<file path="src/rtl/imem_dmem_arbiter.sv">
// Shares one single-port, fixed-latency 64-bit memory between instruction fetch and
// load/store. Data has priority, and a streak limit keeps fetch from being starved.
module imem_dmem_arbiter #(
    parameter int LAT        = 2,
    parameter int MAX_STREAK = 2
) (
    input  logic        clock,
    input  logic        reset,
    input  logic        if_req,
    input  logic [63:0] if_addr,
    output logic        if_ready,
    output logic [31:0] if_rdata,
    output logic        if_stall,
    input  logic        d_req,
    input  logic        d_we,
    input  logic [63:0] d_addr,
    input  logic [63:0] d_wdata,
    output logic        d_ready,
    output logic [63:0] d_rdata,
    output logic        d_stall,
    output logic        m_en,
    output logic        m_we,
    output logic [63:0] m_addr,
    output logic [63:0] m_wdata,
    input  logic [63:0] m_rdata
);

    typedef enum logic [1:0] {
        IDLE  = 2'd0,
        FETCH = 2'd1,
        DATA  = 2'd2
    } state_t;

    state_t      state_q;
    logic [3:0]  lat_q;
    logic [2:0]  streak_q;
    logic [2:0]  streak_d;
    logic        store_q;
    logic        m_en_q;
    logic        m_we_q;
    logic [63:0] m_addr_q;
    logic [63:0] m_wdata_q;
    logic        if_ready_q;
    logic        d_ready_q;
    logic [31:0] if_rdata_q;
    logic [63:0] d_rdata_q;

    logic ifEff;
    logic dEff;
    logic grantData;
    logic grantFetch;
    logic respCycle;

    assign ifEff      = if_req & ~if_ready_q;
    assign dEff       = d_req & ~d_ready_q;
    assign grantData  = dEff & ~(ifEff & (streak_q == 3'(MAX_STREAK)));
    assign grantFetch = ifEff & ~grantData;
    // No grant while a ready pulse is out: every requester gets one cycle to
    // update or drop its request before the next arbitration.
    assign respCycle  = if_ready_q | d_ready_q;
    assign streak_d   = (grantData && ifEff) ? streak_q + 3'd1 : 3'd0;

    always_ff @(posedge clock or negedge reset) begin
        if (!reset) begin
            state_q    <= IDLE;
            lat_q      <= 4'd0;
            streak_q   <= 3'd0;
            store_q    <= 1'b0;
            m_en_q     <= 1'b0;
            m_we_q     <= 1'b0;
            m_addr_q   <= 64'd0;
            m_wdata_q  <= 64'd0;
            if_ready_q <= 1'b0;
            d_ready_q  <= 1'b0;
            if_rdata_q <= 32'd0;
            d_rdata_q  <= 64'd0;
        end else begin
            m_en_q     <= 1'b0;
            if_ready_q <= 1'b0;
            d_ready_q  <= 1'b0;
            case (state_q)
                IDLE: begin
                    if (!respCycle && (grantData || grantFetch)) begin
                        m_en_q   <= 1'b1;
                        lat_q    <= 4'(LAT);
                        streak_q <= streak_d;
                        if (grantData) begin
                            state_q   <= DATA;
                            m_we_q    <= d_we;
                            m_addr_q  <= d_addr;
                            m_wdata_q <= d_wdata;
                            store_q   <= d_we;
                        end else begin
                            state_q   <= FETCH;
                            m_we_q    <= 1'b0;
                            m_addr_q  <= if_addr;
                            m_wdata_q <= 64'd0;
                            store_q   <= 1'b0;
                        end
                    end
                end
                FETCH, DATA: begin
                    if (lat_q == 4'd0) begin
                        state_q <= IDLE;
                        if (state_q == FETCH) begin
                            if_rdata_q <= m_rdata[31:0];
                            if_ready_q <= 1'b1;
                        end else begin
                            if (!store_q) begin
                                d_rdata_q <= m_rdata;
                            end
                            d_ready_q <= 1'b1;
                        end
                    end else begin
                        lat_q <= lat_q - 4'd1;
                    end
                end
                default: state_q <= IDLE;
            endcase
        end
    end

    assign m_en     = m_en_q;
    assign m_we     = m_we_q;
    assign m_addr   = m_addr_q;
    assign m_wdata  = m_wdata_q;
    assign if_ready = if_ready_q;
    assign d_ready  = d_ready_q;
    assign if_rdata = if_rdata_q;
    assign d_rdata  = d_rdata_q;
    assign if_stall = if_req & ~if_ready_q;
    assign d_stall  = d_req & ~d_ready_q;

endmodule

</file>
<file path="config.mk">
export PLATFORM = sky130hd
export DESIGN_NAME = imem_dmem_arbiter
export DESIGN_NICKNAME = d
export VERILOG_FILES = /design/src/rtl/imem_dmem_arbiter.sv
export SDC_FILE = /design/constraint.sdc
export NUM_CORES = 1
export LEC_CHECK = 0
export BUFFER_PORTS_ARGS = -buffer_cell sky130_fd_sc_hd__buf_2
export CORE_AREA = 2 2 190 192
export CTS_CLUSTER_SIZE = 16
export DETAILED_ROUTE_END_ITERATION = 10
export DIE_AREA = 0 0 192 194
export PLACE_DENSITY = 0.55
export SETUP_SLACK_MARGIN = 0.5
export SYNTH_ARGS = -nofsm -noshare
export SYNTH_HDL_FRONTEND = slang
export SYNTH_SLANG_ARGS = --single-unit
</file>
<file path="constraint.sdc">
create_clock -name clock -period 5.6 [get_ports clock]
set_input_delay 0 -clock clock [delete_from_list [all_inputs] [get_ports clock]]
set_output_delay 0 -clock clock [all_outputs]
set_load 0.005 [all_outputs]
</file>
---- Word-level counts from Yosys, hierarchy flattened ----
Index checks and enable logic that the tools add are counted.
Widths: inputs -> output; s select.
cells by class
  add/subtract/negate cells ............... 2
  equality and inequality tests ........... 6
  mux-type cells .......................... 19
  bitwise operators ....................... 12
  reductions and logical operators ........ 13
operator list
  operator             count
  $mux 64              2
  $mux 1               9
  $mux 4               2
  $pmux 4 s2           1
  $mux 2               3
  $ne 2x2->1 const B   3
  $not 1->1            6
  $reduce_and 3->1     2
  $and 1x1->1          5
  $logic_not 4->1      1
  $pmux 2 s2           1
  $reduce_and 2->1     2
  $reduce_and 4->1     1
  $sub 4x1->4 const B  1
  $add 3x1->3 const B  1
  $eq 3x2->1 const B   1
  $mux 3               1
  $eq 2x1->1 const B   1
  $eq 2x2->1 const B   1
  $logic_and 1x1->1    2
  $logic_not 2->1      1
  $reduce_bool 2->1    1
  $reduce_or 2->1      1
  $logic_not 1->1      1
  other kinds (2)      2
storage, ports and cells
  bits in registers ....................... 237
  input bits .............................. 261
  output and inout port bits .............. 230

---- Logic depth before layout (Yosys ltp) ----
  word-level depth ........................ 11
  mapped depth ............................ 10
  gate-level depth less buffers ........... 7

---- Worst setup path after synthesis ----
No wires, ideal clock.
  kind .................................... register to register
  start ................................... register state_q[0]
  end ..................................... register d_rdata_q[10] (netlist: d_rdata[10])
  arrival ................................. 1.830 ns
  data required time ...................... 5.475 ns
  path slack .............................. 3.646 ns
  cell stages (with the launch flop) ...... 8
  buffers on the path ..................... 2
  cells stage by stage .................... dfrtp_1 inv_1 ha_1 nand4bb_2 or3_1 buf_4 buf_6 mux2_2
between the ends
  word-level cells in the longest chain between the ends .. 3
  elaborated cells between the ends (all ways) .. 5
RTL lines
  element                                              line     source
  start, declared                                      34       state_t state_q;
  start signal, assigned                               65       state_q <= IDLE;
  start signal, assigned                               88       state_q <= DATA;
  start signal, assigned                               94       state_q <= FETCH;
  $eq 2x1->1 / $eq 2x2->1 (equally long branches)      81, 105
  $reduce_or 2->1 / $not 1->1 (equally long branches)  n/a
  $reduce_and 4->1 (no line) *                         n/a
  end signal, assigned                                 110      d_rdata_q <= m_rdata;
  end, declared                                        46       logic [63:0] d_rdata_q;
Every way passes the cells marked *; elsewhere a longest branch is shown, timed or not.
A chain may end at the register's enable or synchronous reset.

---- Worst setup path after layout ----
  start ................................... register state_q[1]
  end ..................................... register m_addr_q[41] (netlist: m_addr[41])
between the ends
  word-level cells in the longest chain between the ends .. 2
RTL lines
  element                     line  source
  $logic_not 2->1             81    case (state_q)
  $reduce_and 2->1 (no line)  n/a
  end signal, assigned        90    m_addr_q <= d_addr;
  end signal, assigned        96    m_addr_q <= if_addr;
  end, declared               41    logic [63:0] m_addr_q;
Every way passes these cells.

==> results.ini <==
[run_status]
status = completed

[grt]
antenna_found_initial = 0
grt_pass1_vias = 9287
grt_pass1_wl_mm = 49.4
grtUsageTotal_pct = 16.6
grt_max_degree = 136
grt_overflow = 0

[setup_path]
rrSetupSlack_ns = 1.99
worstPathRequired_ns = 6.06
critPathKind = reg -> reg
critPathArrivalTime_ns = 4.08
critPathMaxFanout = 71
critPathCaptureType = flip-flop
crit_start = state_q[1]
cp-start-kind = flip-flop
regToRegStartpoint = state_q[1]
reg2reg_to = m_addr[41]
cp-endpoint = m_addr[41]
rr_worst_depth = 9

[sta]
fin_crit_ns = 3.61
worst_hold_slack_ns = 0.0345
fin_skew_ns = 0.0172
rsz0062_at_grt = false
min_period_over_period_pct = 64.5
finalMaxSlewViolations = 0
slew_headroom_pct = 40.3
setup_viol = 0
worst_pin_slew_ns = 0.896
hold_viol = 0
fmax_mhz = 277
tns_ns = 0

[clocking]
clk_path_buf_depth = 3
h-tree-depth = 1
clkSinkCount = 237
cts_resized = 0
clk_latency_ns = 0.54
cts_setup_buffers = 0
clock_tree.root_cell = clkbuf_16
cts.clk_slew.worst_paths_ns = 0.06
cts_tree = built
cts-buffers-inserted = 27

[layout]
seq_area_mm2 = 0.00593
final_util_pct = 44.8
drive_above_1_share_pct = 42.6
multiInputGateArea_mm2 = 0.00312
fillers = 3271
antenna_cells = 0
layout.nets = 1765
area_growth_syn_to_layout_pct = 67.0

[floorplanning]
die_y_um = 194
io_pins = 491
die-area_mm2 = 0.0372
core_area_mm2 = 0.0352
start_util_pct = 26.8
die_x_um = 192
rows = 69

[synthesis]
synth_top_area_cell = dfrtp_1
syn-num-nets = 1032
ys_ff_latch = 237
syn_avg_cell_area_um2 = 12.3
yosysMostFrequentCell = dfrtp_1
synth.distinct_cells = 37
syn_area_mm2 = 0.00944
netlist_instances = 766
yosys-top-cells-count = dfrtp_1 (237), a21oi_1 (128), mux2_2 (96)
synth_edf_count = 0
synthFlopType = dfrtp_1
yosysSeqAreaShare_pct = 62.8
yosys_warnings = 0
synth.top_cells.by_area = dfrtp_1 (63%), mux2_2 (11%), a21oi_1 (6.8%)
netlist.area_leader.share_pct = 62.8
async_reset_ff_share_pct = 100

[detailed_routing]
vias = 8886
dr.pass1.iters = 5
antenna_left = 0
wirelength_mm = 32.3
drtIter0Drc = 286
avgRoutedWirePerCell_um = 16.3
viasPerCell = 4.49
drc = 0

[job]
cap_violations = 0

[worst_hold_path]
hold_path_class = in -> async

[pwr]
combPwrFrac_pct = 41.8
p_sw_share_pct = 32.8
internal_power_uw = 5630
p_total_uw = 8380
power.density_mw_per_mm2 = 532
p_switching_uw = 2750
pwr-share-seq_pct = 36.0
p_clk_share_pct = 22.2
leakage_uw = 0.00769
ir_drop_mv = 0.284

[placement]
io_buffers = 490
dp_hpwl_mm = 20.9
gp_congestion = 0.788

==> worst max-delay path, stage by stage (launching register included) <==
cell	delay [ns]
dfrtp_1	0.37
inv_1	0.08
ha_1	0.23
inv_2	0.05
or4_4	0.89
inv_2	0.40
buf_4	0.58
nor2_1	0.12
a21oi_1	0.18
dlygate4sd3_1	0.57
==> sequential cells by signal (all words and copies together), names as in the netlist, 2 cells and up <==
name,flops
if_rdata,32
m_wdata,64
d_rdata,64
m_addr,64
streak_q,3
lat_q,4
state_q,2
==> layer usage <==
metal	routed length (um)	GRT usage, %	up-vias
li1	-	-	4139
met1	12700	19.2	4311
met2	16100	29.4	353
met3	2150	3.19	83
met4	1430	7.69	0
met5	0	0	-
==> cells by family (layout without fill, tap and decap cells) <==
kind of cell,count (synthesis),after routing,share of synthesized area (%)
AOI/OAI and AO/OA,211,211,14.2
adders and majority gates,5,5,0.663
buffers and inverters,65,819,4.19
DFF,237,237,62.8
muxes,96,96,11.4
and+or+nand+nor,152,152,6.69
==> through the flow <==
step | setup WS [ns] | cell area [um^2] | std cells
final | 1.99 | 15800 | 1981
after global routing | 1.68 | 15800 | 1981
after CTS | 1.97 | 15800 | 1981
after detailed placement | 2.52 | 12200 | 1670
after global placement | 2.57 | 12200 | 1670
after floorplan | 3.65 | 9440 | 766
==> cell usage in the layout (no fill, tap or decap), types with 9 or more instances in the layout <==
cell / instances
mux2_2: 96
nor2_1: 66
a22o_1: 66
nand2_1: 70
dfrtp_1: 237
buf_2: 489
a21oi_1: 128
clkbuf_8: 10
inv_1: 9
clkbuf_16: 27
dlygate4sd3_1: 261
==> power by group through the flow <==
stage               sequential [uW]  combinational [uW]  clock (uW)
floorplan                      3100                1520           0
global placement               3010                2910           0
detailed placement             3020                2960           0
CTS                            3010                3510        1920
global route                   3130                3850        1980
finish                         3020                3500        1860
==> how the worst min path moves through the flow <==
stage / depth (start not counted) / endpoint / slack [ns] / startpoint
after global routing: 2 / d_rdata[43] / 0.13 / reset
final: 2 / d_rdata[55] / 0.03 / reset
after CTS: 2 / d_rdata[55] / 0.08 / reset
after floorplan: 0 / d_rdata[0] / -0.30 / reset
after global placement: 1 / d_rdata[54] / 0.08 / reset
after detailed placement: 1 / d_rdata[55] / 0.07 / reset
==> what timing repair did <==
item	4_1_cts	5_1_grt
endpoints found under the setup margin	0	0
endpoints found under the hold margin	330	0
hold buffers	261	0
==> cell type report <==
| type | instances | share of cell area, % |
|---|---|---|
| flip-flops and latches | 237 | 37.6 |
| repair buffers | 758 | 32.6 |
| multi-input cells | 464 | 19.8 |
| clock buffers | 41 | 5.25 |
| well taps | 461 | 3.66 |
| clock inverters | 9 | 0.786 |
| inverters | 11 | 0.262 |
(Power assumes the default switching activity.)
